<file path="config.mk">
export PLATFORM = sky130hd
export DESIGN_NAME = io_uart_tx
export DESIGN_NICKNAME = d
export VERILOG_FILES = /design/src/rtl/io_pkg.sv /design/src/rtl/uart_tx_core.sv /design/src/rtl/io_uart_tx.sv
export SDC_FILE = /design/constraint.sdc
export NUM_CORES = 1
export LEC_CHECK = 0
export ABC_CLOCK_PERIOD_IN_PS = 2780
export CORE_ASPECT_RATIO = 0.75
export CORE_MARGIN = 5
export CORE_UTILIZATION = 39
export DETAILED_ROUTE_END_ITERATION = 10
export GPL_ROUTABILITY_DRIVEN = 0
export PLACE_DENSITY = 0.84
export RECOVER_POWER = 25
export SYNTH_ARGS = -nofsm -noshare
export SYNTH_HDL_FRONTEND = slang
export SYNTH_SLANG_ARGS = --single-unit
</file>
<file path="constraint.sdc">
create_clock -name clk -period 2.78 [get_ports clk]
set_input_delay 0.278 -clock clk [delete_from_list [all_inputs] [get_ports clk]]
set_output_delay 0.278 -clock clk [all_outputs]
set_load 0.02 [all_outputs]
</file>
<file path="src/rtl/io_pkg.sv">
// Shared constants and UART state encoding for the IO page responder.
// IO_UART_TX_PARITY_EN (optional) enables the even-parity bit in the UART frame.
package io_pkg;

    localparam int IO_PAGE_BIT = 22;

    localparam logic [1:0] IO_LEDS        = 2'd0;
    localparam logic [1:0] IO_UART_DATA   = 2'd1;
    localparam logic [1:0] IO_UART_STATUS = 2'd2;

    localparam int STAT_BUSY    = 0;
    localparam int STAT_OVERRUN = 1;

    typedef enum logic [2:0] {
        IDLE,
        START,
        DATA,
        PARITY,
        STOP
    } uart_state_e;

    // Integer-truncated bit period in clock cycles.
    function automatic int uart_div(input int clk_hz, input int baud);
        return clk_hz / baud;
    endfunction

endpackage

</file>
<file path="src/rtl/uart_tx_core.sv">
// UART transmitter core: FSM, baud counter and shift register, LSB-first.
// IO_UART_TX_PARITY_EN inserts an even-parity bit between DATA and STOP.
module uart_tx_core
    import io_pkg::*;
#(
    parameter int DIV = 217
) (
    input  logic       clk,
    input  logic       resetn,
    input  logic       start,
    input  logic [7:0] data,
    output logic       busy,
    output logic       txd
);

    localparam int             CW        = (DIV > 1) ? $clog2(DIV) : 1;
    localparam logic [CW-1:0]  BAUD_LAST = CW'(DIV - 1);

    uart_state_e   state_q, state_d;
    logic [CW-1:0] baud_q,  baud_d;
    logic [2:0]    bit_q,   bit_d;
    logic [7:0]    shift_q, shift_d;
    logic          txd_q,   txd_d;
    logic          tick;
`ifdef IO_UART_TX_PARITY_EN
    logic          parity_q, parity_d;
`endif

    assign tick = (baud_q == BAUD_LAST);
    assign busy = (state_q != IDLE);
    assign txd  = txd_q;

    always_comb begin
        state_d = state_q;
        baud_d  = baud_q;
        bit_d   = bit_q;
        shift_d = shift_q;
`ifdef IO_UART_TX_PARITY_EN
        parity_d = parity_q;
`endif
        if (state_q != IDLE) begin
            baud_d = tick ? '0 : baud_q + 1'b1;
        end
        case (state_q)
            IDLE: begin
                if (start) begin
                    state_d = START;
                    shift_d = data;
                    baud_d  = '0;
                    bit_d   = '0;
`ifdef IO_UART_TX_PARITY_EN
                    parity_d = ^data;
`endif
                end
            end
            START: begin
                if (tick) state_d = DATA;
            end
            DATA: begin
                if (tick) begin
                    shift_d = {1'b0, shift_q[7:1]};
                    bit_d   = bit_q + 3'd1;
                    if (bit_q == 3'd7) begin
`ifdef IO_UART_TX_PARITY_EN
                        state_d = PARITY;
`else
                        state_d = STOP;
`endif
                    end
                end
            end
`ifdef IO_UART_TX_PARITY_EN
            PARITY: begin
                if (tick) state_d = STOP;
            end
`endif
            STOP: begin
                if (tick) state_d = IDLE;
            end
            default: begin
                state_d = IDLE;
            end
        endcase
    end

    // Line level is registered from the current state, so it trails the FSM by one cycle.
    always_comb begin
        txd_d = 1'b1;
        case (state_q)
            START:   txd_d = 1'b0;
            DATA:    txd_d = shift_q[0];
`ifdef IO_UART_TX_PARITY_EN
            PARITY:  txd_d = parity_q;
`endif
            default: txd_d = 1'b1;
        endcase
    end

    always_ff @(posedge clk or negedge resetn) begin
        if (!resetn) begin
            state_q <= IDLE;
            baud_q  <= '0;
            bit_q   <= '0;
            shift_q <= '0;
            txd_q   <= 1'b1;
`ifdef IO_UART_TX_PARITY_EN
            parity_q <= 1'b0;
`endif
        end else begin
            state_q <= state_d;
            baud_q  <= baud_d;
            bit_q   <= bit_d;
            shift_q <= shift_d;
            txd_q   <= txd_d;
`ifdef IO_UART_TX_PARITY_EN
            parity_q <= parity_d;
`endif
        end
    end

endmodule

</file>
<file path="src/rtl/io_uart_tx.sv">
// IO page responder: LED register, UART TX data/status registers and read mux.
// IO_UART_TX_PARITY_EN (optional) adds an even-parity bit to each UART frame.
module io_uart_tx
    import io_pkg::*;
#(
    parameter int CLK_FREQ_HZ = 25000000,
    parameter int BAUD        = 115200
) (
    input  logic        clk,
    input  logic        resetn,
    input  logic [31:0] mem_addr,
    input  logic [31:0] mem_wdata,
    input  logic [3:0]  mem_wmask,
    input  logic        mem_rstrb,
    output logic [31:0] io_rdata,
    output logic [7:0]  leds,
    output logic        uart_txd
);

    localparam int DIV = uart_div(CLK_FREQ_HZ, BAUD);

    logic        io_sel;
    logic [1:0]  reg_idx;
    logic        wr_en;
    logic        rd_en;
    logic        tx_busy;
    logic        tx_start;
    logic [31:0] status;

    logic [31:0] rdata_q,   rdata_d;
    logic [7:0]  leds_q,    leds_d;
    logic        overrun_q, overrun_d;

    logic        unused_bits;

    assign io_sel   = mem_addr[IO_PAGE_BIT];
    assign reg_idx  = mem_addr[3:2];
    assign wr_en    = io_sel && (mem_wmask != 4'b0000);
    assign rd_en    = io_sel && mem_rstrb;
    assign tx_start = wr_en && (reg_idx == IO_UART_DATA) && !tx_busy;

    assign unused_bits = ^{mem_addr[31:23], mem_addr[21:4], mem_addr[1:0], mem_wdata[31:8]};

    always_comb begin
        status               = '0;
        status[STAT_BUSY]    = tx_busy;
        status[STAT_OVERRUN] = overrun_q;
    end

    always_comb begin
        leds_d    = leds_q;
        overrun_d = overrun_q;
        if (wr_en) begin
            case (reg_idx)
                IO_LEDS:        leds_d = mem_wdata[7:0];
                IO_UART_DATA:   if (tx_busy) overrun_d = 1'b1;
                IO_UART_STATUS: if (mem_wdata[STAT_OVERRUN]) overrun_d = 1'b0;
                default:        ;
            endcase
        end
    end

    // Reads see the registers as they were before any same-cycle write.
    always_comb begin
        rdata_d = rdata_q;
        if (rd_en) begin
            case (reg_idx)
                IO_LEDS:        rdata_d = {24'h0, leds_q};
                IO_UART_STATUS: rdata_d = status;
                default:        rdata_d = '0;
            endcase
        end
    end

    always_ff @(posedge clk or negedge resetn) begin
        if (!resetn) begin
            rdata_q   <= '0;
            leds_q    <= '0;
            overrun_q <= 1'b0;
        end else begin
            rdata_q   <= rdata_d;
            leds_q    <= leds_d;
            overrun_q <= overrun_d;
        end
    end

    uart_tx_core #(
        .DIV (DIV)
    ) u_core (
        .clk    (clk),
        .resetn (resetn),
        .start  (tx_start),
        .data   (mem_wdata[7:0]),
        .busy   (tx_busy),
        .txd    (uart_txd)
    );

    assign io_rdata = rdata_q;
    assign leds     = leds_q;

endmodule
</file>
Word level (Yosys, flattened, before mapping). Index checks and enable logic that the tools add are counted.

Register bits after elaboration: 64. Bits of input ports: 71. Word-level logic and storage cells: 60.

Add/sub/neg operators: 2. Equality and inequality tests: 14. Multiplexer cells: 21. Reductions and logical operators: 15.

Operators by type and width (number): $mux 8 (6); $pmux 8 s2 (2); $mux 3 (7); $pmux 3 s4 (1); $add 8x1->8 const B (1); $eq 8x8->1 const B (1); $ne 2x1->1 const B (4); $eq 3x3->1 const B (2); $ne 2x2->1 const B (3); $pmux 3 s2 (1); $reduce_and 5->1 (1); $logic_and 1x1->1 (4); $pmux 1 s2 (2); $reduce_and 4->1 (1); $reduce_bool 2->1 (2); $reduce_bool 4->1 (1); $add 3x1->3 const B (1); $eq 3x1->1 const B (1); $eq 3x2->1 const B (1); $logic_not 3->1 (1); $reduce_and 3->1 (1); $reduce_bool 3->1 (1); $eq 2x1->1 const B (1); $eq 2x2->1 const B (1); other kinds (4) (5).

Logic depth before layout (Yosys ltp). Gate-level depths: netlist of run 1.

Depth in word-level cells: 6. Gate-level depth with buffers: 7. Gate-level depth less buffers: 6.

Hierarchy. From an unflattened synthesis of run 1, not the netlist that was laid out.

Cells, all modules: 187. Area, all modules: 2133.3 µm².

Modules (own cells, without submodules): uart_tx_core (instances 1, cells an instance 113, area each 1242.4 µm², seq. area each 576.8 µm²); io_uart_tx (instances 1, cells an instance 74, area each 890.9 µm², seq. area each 425.4 µm²).

Least setup slack after synthesis of run 1. Ideal clock, no wire load.

Path kind: flip-flop to flip-flop. Start point: register u_core.state_q[0]. End point: register u_core.shift_q[0]. Arrival time: 1941 ps. Data required time: 2655 ps. Path slack: 714 ps. Cell stages (with the launch flop): 7. Path buffers: 2. Period minus slack after synthesis: 2066 ps. Cell sequence: dfrtp_1 -> buf_6 -> or3_4 -> or4_1 -> o41ai_2 -> buf_12 -> mux2_4.

Word-level cells in the longest chain between the ends: 5. Elaborated cells on any way between the ends: 10. Those cells by class: eq/ne: 3; mux: 1; reduce/logical: 6.

Ends and longest elaborated chain: start: declaration (line uart_tx_core.sv:19) `uart_state_e state_q, state_d;`; start signal: assignment (line uart_tx_core.sv:110) `state_q <= state_d;`; $reduce_bool 3->1 (line uart_tx_core.sv:30) `assign busy = (state_q != IDLE);`; $logic_not 1->1 (line io_uart_tx.sv:40) `assign tx_start = wr_en && (reg_idx == IO_UART_DATA) && !tx_busy;`; $logic_and 1x1->1 (line io_uart_tx.sv:40); $ne 2x2->1 (no line); $reduce_and 3->1 (no line); end signal: assignment (line uart_tx_core.sv:113) `shift_q <= shift_d;`; end: declaration (line uart_tx_core.sv:22) `logic [7:0] shift_q, shift_d;`.

Parallel ways exist; a longest one is shown, timed or not. A chain may end at the register's enable or synchronous reset.

Worst setup path in the final report of run 1.
Start point: register u_core.state_q[0]. End point: register u_core.shift_q[5].

Same word-level chain as after synthesis.

==> results of run 1 <==
==> final timing paths <==
| path | to | depth (start not counted) |
|---|---|---|
| setup / recovery | u_core.shift_q[5] | 5 |
| hold / removal | io_rdata[1] | 2 |
| setup reg to reg | u_core.shift_q[5] | 5 |
| hold reg to reg | io_rdata[1] | 2 |
| max in group asynchronous | leds[2] | 1 |
| min in group asynchronous | u_core.baud_q[7] | 1 |
==> cells by family after synthesis <==
logic type	count (synthesis)
multiplexers	28
AO/OA/AOI/OAI	32
flip-flops	40
AND/OR/NAND/NOR	41
buffers and inverters	37
other	1
adder cells (fa/ha/maj)	4
XOR/XNOR	1
==> sequential cells by signal, summed over array words and instances, names as in the netlist <==
| name | cells |
|---|---|
| u_core.shift_q | 8 |
| u_core.txd | 1 |
| overrun_q | 1 |
| io_rdata | 8 |
| u_core.bit_q | 3 |
| leds | 8 |
| u_core.state_q | 3 |
| u_core.baud_q | 8 |
==> final cells by class <==
cell class / instances / area (sq um) / share of cell area
clock buffer: 7 / 76.3 / 0.0301
clock inverter: 1 / 5.00 / 0.00198
inverter: 7 / 26.3 / 0.0104
multi-input combinational: 130 / 950 / 0.375
sequential: 40 / 1000 / 0.396
tap: 75 / 93.8 / 0.0371
timing repair buffer: 40 / 379 / 0.150
==> stage by stage <==
step / cell area (sq um) / hold WS, ns
after floorplan: 2210 / -0.0176
after global placement: 2450 / 0.440
after detailed placement: 2450 / 0.448
after CTS: 2530 / 0.142
after global routing: 2530 / 0.516
final: 2530 / 0.499
==> cells in the mapped netlist (all sizes together) (4+ instances only) <==
cell	instances	share of area
nor3	6	0.017
ha	4	0.024
a22o	7	0.029
nand2	11	0.019
nand3	4	0.0094
buf	27	0.10
inv	7	0.012
mux2	24	0.14
a21oi	5	0.012
dfrtp	39	0.46
nor2	7	0.012
o21ai	6	0.014
mux2i	4	0.019
==> per-layer routing <==
layer / up-vias / share of wire / track usage
li1: 693 / - / -
met2: 39 / 0.49 / 0.182
met5: - / 0 / 0
met1: 691 / 0.45 / 0.165
met3: 0 / 0.064 / 0.0389
met4: 0 / 0 / 0.0144
==> report_power, final <==
| group | switching [mW] | internal (mW) | total, mW |
|---|---|---|---|
| clock network | 0.189 | 0.176 | 0.365 |
| logic | 0.230 | 0.241 | 0.471 |
| registers | 0.107 | 0.697 | 0.804 |
==> worst max-delay path: stages, from the launching register on <==
cell and delay (ns):
sky130_fd_sc_hd__dfrtp_1 0.48, sky130_fd_sc_hd__or3_4 0.46, sky130_fd_sc_hd__or4_1 0.53, sky130_fd_sc_hd__o41ai_2 0.13, sky130_fd_sc_hd__buf_4 0.31, sky130_fd_sc_hd__mux2_4 0.32
==> out/qor.tcl, run 1 <==
set qor(timing_worst_slew_pin_value_ns) 2.07
set qor(syn_inst) 184
set qor(hold_viol_final) 0
set qor(finalPower_mw) 1.64
set qor(antenna_found_initial) 0
set qor(grt.total_usage) 0.118
set qor(total_leakage_power_nw) 1.10
set qor(min_clock_period_post_route_ns) 2.36
set qor(ir_drop_worst_case_vdd_mv) 0.258
set qor(numCtsBuffers) 5
set qor(antenna_cells_inserted) 0
set qor(yosys-mux-area-fraction) 0.161
set qor(failing_checks) {capacitance limit, slew limit}
set qor(crit_path_max_fanout) 9
set qor(synth.yosys.seq_area_share) 0.473
set qor(timing_worst_setup_path_type) {register to register}
set qor(nNetsFinal) 299
set qor(most_common_library_cell_in_the_layout_ignoring_fill_and_taps) {sky130_fd_sc_hd__dfrtp_1}
set qor(timing.critical_path.required_ns) 2.95
set qor(drt_iter0_drc) 62
set qor(status) {finished with violations}
set qor(antenna_violating_nets_post_route) 0
set qor(finalCritPeriodShare) 0.848
set qor(synth.lib_cells_used.distinct) 45
set qor(clkSlewWorstSetupHoldPaths_ns) 0.08
set qor(setup.worst_path.end_class) {register}
set qor(maxSlewViolCount) 41
set qor(finalSetupTns_ns) 0
set qor(crit_path_start) {u_core.state_q[0]}
set qor(ys_seq_elements) 40
set qor(final.setup.worst_slack_ns) 0.423
set qor(die_h_um) 73.8
set qor(overflow) 0
set qor(power_density_mw_per_mm2) 648
set qor(wl_um) 4310
set qor(first_pass_grt_wire_length_um) 6470
set qor(grt_max_degree) 41
set qor(number_of_detailed_routing_iterations_run_before_antenna_repair) 4
set qor(longest_clk_path_bufs) 2
set qor(top_level_ports) 112
set qor(cts_sinks) 40
set qor(nFillCells) 491
set qor(worstHoldStart) {io_rdata[1]}
set qor(routed_wire_length_per_instance_um) 14.4
set qor(r2r-start) {u_core.state_q[0]}
set qor(fp-row-count) 23
set qor(cap_violations) 1
set qor(setup_viol) 0
set qor(core_area_sq_mm) 0.00530
set qor(holdCritPathClass) {register to register}
set qor(die_w_um) 95.1
set qor(numPortBuffers) 34
set qor(cts_tree) {built}
set qor(ys_dominant_reg_cell) {sky130_fd_sc_hd__dfrtp_1}
set qor(stdcell_count) 300
set qor(area_delta_synth_final_pct) 19.5
set qor(worstPathArrival_ns) 2.53
set qor(setup.worst_path.start_class) {register}
set qor(leading_cell_types_in_the_layout_fill_and_taps_excluded) {39 x sky130_fd_sc_hd__dfrtp_1, 33 x sky130_fd_sc_hd__clkdlybuf4s50_1, 24 x sky130_fd_sc_hd__conb_1, 16 x sky130_fd_sc_hd__mux2_2, 11 x sky130_fd_sc_hd__nand2_1}
set qor(number_of_flops_mapped_to_enable_cells_by_yosys) 0
set qor(final.setup_skew_ns) 0.00991
set qor(rrSetupSlack_ns) 0.42
set qor(synthArstFlopShare) 1.00
set qor(synth_warnings) 0
set qor(fmax_ghz) 0.424
set qor(grt_setup_unrepaired) {false}
set qor(synth_xor_area_frac) 0.00413
set qor(clkLatencyLatePin_ns) 0.28
set qor(synth_simple_gate_area_frac) 0.104
set qor(compound_cell_area_share_of_the_yosys_netlist) 0.113
set qor(die_area_sq_mm) 0.00702
set qor(via_count) 1423
set qor(avg_vias_per_cell) 4.74
set qor(dominant_combinational_cell_family_by_area_after_synthesis) {multiplexers}
set qor(cts_hold_buf) 0
set qor(utilization) 0.478
set qor(clock-root-buffer) {sky130_fd_sc_hd__clkbuf_8}
set qor(grt_pass1_vias) 1325
set qor(synth-adder-area-share) 0.0236
set qor(floorplan.initialDensity) 0.400
set qor(post_cts_buffers) 0
set qor(post_cts_resized) 0
set qor(worst_slew_margin_rel) -0.379
set qor(drc) 0
set qor(ctsHtreeMaxLevel) 2
set qor(synthesis.area_sq_mm) 0.00212
set qor(dp_hpwl_um) 3160
set qor(mean_post_synth_cell_area_sq_um) 11.5
set qor(drive_above_1_share) 0.182
set qor(dp.cells) 292
set qor(place_ws_ns) 0.327
Note: power is estimated with default switching activity, not from simulation.
==> run 2, diff against run 1 <==
--- a/config.mk
+++ b/config.mk
@@ -5,7 +5,7 @@
 export SDC_FILE = /design/constraint.sdc
 export NUM_CORES = 1
 export LEC_CHECK = 0
-export ABC_CLOCK_PERIOD_IN_PS = 2780
+export ABC_CLOCK_PERIOD_IN_PS = 2280
 export CORE_ASPECT_RATIO = 0.75
 export CORE_MARGIN = 5
 export CORE_UTILIZATION = 39
==> constraint.sdc (replaced) <==
create_clock -name clk -period 2.28 [get_ports clk]
set_input_delay 0.228 -clock clk [delete_from_list [all_inputs] [get_ports clk]]
set_output_delay 0.228 -clock clk [all_outputs]
set_load 0.02 [all_outputs]
==> run 2 against run 1 <==
Effect of this change: the run still ends with capacitance limit, slew limit left; via count increased by 4.9%; sequential share of layout area decreased by 2.1 points; first-iteration DRC count grew 4.8%; final cell count is 4.0% higher; routed wire length grew 6.6%; core utilization rose by 2.6 points; register-to-register slack worse by 0.26 ns; clock power up 54%; global-route usage grew 1.9 points; combinational power grew 46%; non-clock buffer count grew 12; flip-flop and latch count stayed put.
==> out/qor.tcl, run 2 (synthesis results as in run 1) <==
set qor(worst_hold_slack_ns) 0.504
set qor(numPortBuffers) 34
set qor(hold_viol_final) 0
set qor(grt_pass1_vias) 1470
set qor(area.sequential_sq_mm) 0.00100
set qor(cpPeakStageDelay_ns) 0.55
set qor(finalCritPeriodShare) 0.926
set qor(longest_clk_path_bufs) 2
set qor(ctsHtreeMaxLevel) 2
set qor(crit_path_max_fanout) 8
set qor(min_clock_period_post_route_ns) 2.11
set qor(first_pass_grt_wire_length_um) 7260
set qor(timing_worst_slew_pin_value_ns) 2.09
set qor(timing.critical_path.required_ns) 2.46
set qor(busiest_layer_in_global_routing) {met2}
set qor(cts_sinks) 40
set qor(timing.critical_path.cells) {or3_4, or4_1, o41ai_4, buf_12, mux2_4}
set qor(critical-path-top-delay-family) {simple AND/OR/NAND/NOR gates}
set qor(setup.worst_path.end_class) {register}
set qor(die_w_um) 95.1
set qor(p_comb_frac) 0.313
set qor(top_level_ports) 112
set qor(cp.depth) 5
set qor(switching_power_mw) 0.667
set qor(cellInternalPower_mw) 1.53
set qor(die_area_sq_mm) 0.00702
set qor(timing_worst_setup_path_type) {register to register}
set qor(final_design_area_no_fill_sq_mm) 0.00267
set qor(power_switching_share) 0.304
set qor(grt_max_degree) 41
set qor(rrSetupSlack_ns) 0.17
set qor(post_cts_buffers) 0
set qor(nFillCells) 473
set qor(gr-usage-met2) 0.212
set qor(drc) 0
set qor(failing_checks) {capacitance limit, slew limit}
set qor(ir_drop_worst_case_vdd_mv) 0.305
set qor(fmax_ghz) 0.474
set qor(detailed_place.area_sq_mm) 0.00255
set qor(holdCritPathClass) {register to register}
set qor(grt_setup_unrepaired) {false}
set qor(drt_iter0_drc) 65
set qor(clock-root-buffer) {sky130_fd_sc_hd__clkbuf_8}
set qor(crit_path_start) {u_core.state_q[0]}
set qor(min_delay_path_depth) 1
set qor(avg_vias_per_cell) 4.79
set qor(numCtsBuffers) 5
set qor(place_ws_ns) 0.0299
set qor(cts_hold_buf) 0
set qor(r2r-start) {u_core.state_q[0]}
set qor(number_of_detailed_routing_iterations_run_before_antenna_repair) 4
set qor(r2r_cells) 5
set qor(antenna_cells_inserted) 0
set qor(dp.cells) 304
set qor(cpMaxStageDelayCell) {sky130_fd_sc_hd__or4_1}
set qor(area_delta_synth_final_pct) 26.1
set qor(power_density_mw_per_mm2) 821
set qor(setup.worst_path.start_class) {register}
set qor(crit_end) {u_core.shift_q[1]}
set qor(area_taken_by_multi_input_logic_gates_sq_um) 961
set qor(drive_above_1_share) 0.228
set qor(die_h_um) 73.8
set qor(core_area_sq_mm) 0.00530
set qor(antenna_violating_nets_post_route) 0
set qor(status) {finished with violations}
set qor(worstReg2RegEnd) {u_core.shift_q[1]}
set qor(worst_slew_margin_rel) -0.391
set qor(leading_cell_types_in_the_layout_fill_and_taps_excluded) {39 x sky130_fd_sc_hd__dfrtp_1, 33 x sky130_fd_sc_hd__clkdlybuf4s50_1, 24 x sky130_fd_sc_hd__conb_1, 17 x sky130_fd_sc_hd__buf_4, 16 x sky130_fd_sc_hd__mux2_2}
set qor(worstHoldStart) {io_rdata[0]}
set qor(most_common_library_cell_in_the_layout_ignoring_fill_and_taps) {sky130_fd_sc_hd__dfrtp_1}
set qor(grt.total_usage) 0.137
set qor(floorplan.initialDensity) 0.400
set qor(total_leakage_power_nw) 1.20
set qor(finalSetupTns_ns) 0
set qor(cts_tree) {built}
set qor(cap_violations) 1
set qor(via_count) 1493
set qor(overflow) 0
set qor(final.setup.worst_slack_ns) 0.168
set qor(fp-row-count) 23
set qor(final.setup_skew_ns) 0.00643
set qor(maxSlewViolCount) 41
set qor(seq_pwr_share) 0.430
set qor(grt_util_met1) 0.175
set qor(routed_wire_length_per_instance_um) 14.7
set qor(grt_util_met3) 0.0430
set qor(worstPathArrival_ns) 2.29
set qor(clkLatencyLatePin_ns) 0.29
set qor(finalPower_mw) 2.19
set qor(clock_power_share) 0.256
set qor(antenna_found_initial) 0
set qor(wl_um) 4590
set qor(worst_path_buffer_plus_inverter_count) 1
set qor(clkSlewWorstSetupHoldPaths_ns) 0.07
set qor(setup_viol) 0
set qor(utilization) 0.505
set qor(dp_hpwl_um) 3510
set qor(stdcell_count) 312
set qor(nNetsFinal) 311
run 2: power groups by stage:
stage | Clock, mW | Combinational (mW) | Sequential [mW]
final | 0.562 | 0.687 | 0.944
after CTS | 0.576 | 0.692 | 0.944
after detailed placement | 0 | 0.690 | 0.956
after global routing | 0.609 | 0.754 | 0.959
after global placement | 0 | 0.668 | 0.946
after floorplan | 0 | 0.354 | 1.01
run 2: worst min-delay path by stage:
stage	endpoint
6_report	io_rdata[0]
3_5_place_dp	u_core.baud_q[2]
2_1_floorplan	io_rdata[0]
4_1_cts	u_core.baud_q[2]
5_1_grt	io_rdata[0]
3_3_place_gp	u_core.baud_q[3]
run 2: final cells by class:
class                           count  share of cell area
Clock inverter                      2              0.0131
Inverter                            7             0.00983
Multi-Input combinational cell    130               0.360
Sequential cell                    40               0.375
Timing Repair Buffer               52               0.180
Clock buffer                        6              0.0272
Tap cell                           75              0.0351
run 2: per-layer routing:
layer,vias to the layer above,wire length (um)
met2,34,2320
met3,13,203
met1,728,1960
met4,0,108
met5,-,0
li1,718,-
run 2: repair_timing:
action | CTS | global route
gates resized for setup | 0 | 1
endpoints found under the setup margin | 0 | 8
hold endpoints to repair | 0 | 0
run 2: worst register-to-register path: cells and delay by family, from the launching register on:
family | cells | cell delay (ns)
and+or+nand+nor | 2 | 0.97
buffers and inverters | 1 | 0.21
AOI/OAI and AO/OA | 1 | 0.14
DFF | 1 | 0.38
muxes | 1 | 0.30
==> run 3, diff against run 2 <==
--- a/config.mk
+++ b/config.mk
@@ -6,12 +6,14 @@
 export NUM_CORES = 1
 export LEC_CHECK = 0
 export ABC_CLOCK_PERIOD_IN_PS = 2280
+export CAP_MARGIN = 15
 export CORE_ASPECT_RATIO = 0.75
 export CORE_MARGIN = 5
-export CORE_UTILIZATION = 39
+export CORE_UTILIZATION = 41
+export CTS_BUF_LIST = sky130_fd_sc_hd__clkbuf_8
 export DETAILED_ROUTE_END_ITERATION = 10
 export GPL_ROUTABILITY_DRIVEN = 0
-export PLACE_DENSITY = 0.84
+export PLACE_DENSITY = 0.87
 export RECOVER_POWER = 25
 export SYNTH_ARGS = -nofsm -noshare
 export SYNTH_HDL_FRONTEND = slang
==> run 3 against run 2 <==
Effect of this change: the run now ends clean; clock-buffer cell count did not move; global-route usage fell by 1.2 points; sequential power up 2.8%; flip-flop and latch count stayed put; power fell by 7.1%; critical path depth up 2; maximum frequency up 1.7%; critical path type unchanged; largest cell class unchanged; via count down 1.8%; first-iteration DRC count grew 20%; critical endpoint is now u_core.bit_q[0]; die area is 4.3% lower.
==> out/qor.tcl, run 3 (synthesis results as in run 1) <==
set qor(final.setup_skew_ns) 0.00656
set qor(cts_tree) {built}
set qor(finalPower_mw) 2.04
set qor(die_h_um) 72.3
set qor(overflow) 0
set qor(cts_hold_buf) 0
set qor(timing.critical_path.required_ns) 2.45
set qor(power_switching_share) 0.316
set qor(dp_hpwl_um) 3170
set qor(top_level_ports) 112
set qor(nNetsFinal) 304
set qor(crit_path_max_fanout) 11
set qor(die_w_um) 93.0
set qor(clock_power_share) 0.229
set qor(min_clock_period_post_route_ns) 2.08
set qor(total_leakage_power_nw) 1.15
set qor(hold_viol_final) 0
set qor(avg_vias_per_cell) 5.06
set qor(final.setup.worst_slack_ns) 0.204
set qor(power_density_mw_per_mm2) 792
set qor(seq_pwr_share) 0.476
set qor(detailed_place.area_sq_mm) 0.00248
set qor(floorplan.initialDensity) 0.428
set qor(setup.worst_path.start_class) {register}
set qor(cts_sinks) 40
set qor(status) {complete, no violations}
set qor(final_design_area_no_fill_sq_mm) 0.00257
set qor(most_common_library_cell_in_the_layout_ignoring_fill_and_taps) {sky130_fd_sc_hd__dfrtp_1}
set qor(grt_max_degree) 41
set qor(antenna_violating_nets_post_route) 0
set qor(fmax_ghz) 0.482
set qor(timing_worst_slew_pin_value_ns) 0.887
set qor(antenna_cells_inserted) 0
set qor(worst_slew_margin_rel) 0.409
set qor(ir_drop_worst_case_vdd_mv) 0.313
set qor(clock-root-buffer) {sky130_fd_sc_hd__clkbuf_8}
set qor(place_ws_ns) 0.140
set qor(holdCritPathClass) {primary input to async pin}
set qor(setup.worst_path.end_class) {register}
set qor(cellInternalPower_mw) 1.39
set qor(core_area_sq_mm) 0.00495
set qor(routed_wire_length_per_instance_um) 14.6
set qor(post_cts_buffers) 0
set qor(numPortBuffers) 34
set qor(leading_cell_types_in_the_layout_fill_and_taps_excluded) {39 x sky130_fd_sc_hd__dfrtp_1, 33 x sky130_fd_sc_hd__clkdlybuf4s50_1, 24 x sky130_fd_sc_hd__conb_1, 16 x sky130_fd_sc_hd__mux2_2, 11 x sky130_fd_sc_hd__nand2_1}
set qor(wl_um) 4240
set qor(cpMaxStageDelayCell) {sky130_fd_sc_hd__dfrtp_1}
set qor(cap_violations) 0
set qor(nFillCells) 423
set qor(via_count) 1466
set qor(setup_viol) 0
set qor(cpPeakStageDelay_ns) 0.43
set qor(antenna_found_initial) 0
set qor(timing.critical_path.cells) {inv_1, ha_1, nand3b_1, or2_2, o41ai_2, buf_12, mux2_2}
set qor(drc) 0
set qor(grt_setup_unrepaired) {false}
set qor(switching_power_mw) 0.644
set qor(fp-row-count) 22
set qor(area_delta_synth_final_pct) 21.4
set qor(worstPathArrival_ns) 2.25
set qor(p_comb_frac) 0.295
set qor(post_cts_resized) 0
set qor(number_of_detailed_routing_iterations_run_before_antenna_repair) 4
set qor(ctsHtreeMaxLevel) 2
set qor(grt_pass1_vias) 1365
set qor(clkLatencyLatePin_ns) 0.28
set qor(first_pass_grt_wire_length_um) 6770
set qor(utilization) 0.519
set qor(die_area_sq_mm) 0.00672
set qor(grt.total_usage) 0.125
set qor(longest_clk_path_bufs) 2
set qor(drive_above_1_share) 0.204
set qor(finalSetupTns_ns) 0
set qor(numCtsBuffers) 5
set qor(timing_worst_setup_path_type) {register to register}
set qor(clkSlewWorstSetupHoldPaths_ns) 0.08
set qor(maxSlewViolCount) 0
set qor(finalCritPeriodShare) 0.911
set qor(drt_iter0_drc) 78
==> run 3: through the flow <==
step / instances / hold slack, ns
final: 290 / 0.0563
after global routing: 290 / 0.144
after CTS: 290 / 0.0966
after detailed placement: 282 / 0.403
after global placement: 282 / 0.390
after floorplan: 207 / -0.0676
==> run 3: critical path: cells and delay by family, from the launching register on <==
| family | cells | cell delay [ns] |
|---|---|---|
| buffers and inverters | 2 | 0.28 |
| AND/OR/NAND/NOR | 2 | 0.47 |
| flip-flops | 1 | 0.43 |
| AO/OA/AOI/OAI | 1 | 0.32 |
| adder cells (fa/ha/maj) | 1 | 0.14 |
| multiplexers | 1 | 0.33 |
==> run 3: per-layer routing <==
| metal | GRT usage | share of wire |
|---|---|---|
| met5 | 0 | 0 |
| met4 | 0.0228 | 0 |
| met2 | 0.199 | 0.48 |
| met1 | 0.174 | 0.48 |
| met3 | 0.0342 | 0.042 |
==> run 3: area by class of cell <==
type / instances / area, sq um / share of cell area
Multi-Input combinational cell: 130 / 950 / 0.369
Timing Repair Buffer: 45 / 430 / 0.167
Clock buffer: 6 / 82.6 / 0.0321
Tap cell: 60 / 75.1 / 0.0292
Inverter: 7 / 26.3 / 0.0102
Clock inverter: 2 / 7.51 / 0.00292
Sequential cell: 40 / 1000 / 0.389
==> run 3: path summary, 6_finish.rpt <==
path / start / endpoint / slack, ns / depth (start not counted)
max in group asynchronous: resetn / leds[0] / 1.66 / 1
hold reg to reg: io_rdata[0] / io_rdata[0] / 0.50 / 1
hold / removal: resetn / u_core.baud_q[0] / 0.06 / 1
min in group clk: io_rdata[0] / io_rdata[0] / 0.50 / 1
setup / recovery: u_core.baud_q[0] / u_core.bit_q[0] / 0.20 / 7
setup reg to reg: u_core.baud_q[0] / u_core.bit_q[0] / 0.20 / 7
==> run 3: power groups by stage <==
stage | Combinational, mW | Sequential (mW) | Clock [mW]
5_1_grt | 0.662 | 0.993 | 0.506
2_1_floorplan | 0.354 | 1.01 | 0
3_5_place_dp | 0.603 | 0.980 | 0
6_report | 0.600 | 0.970 | 0.468
4_1_cts | 0.605 | 0.968 | 0.479
3_3_place_gp | 0.583 | 0.973 | 0
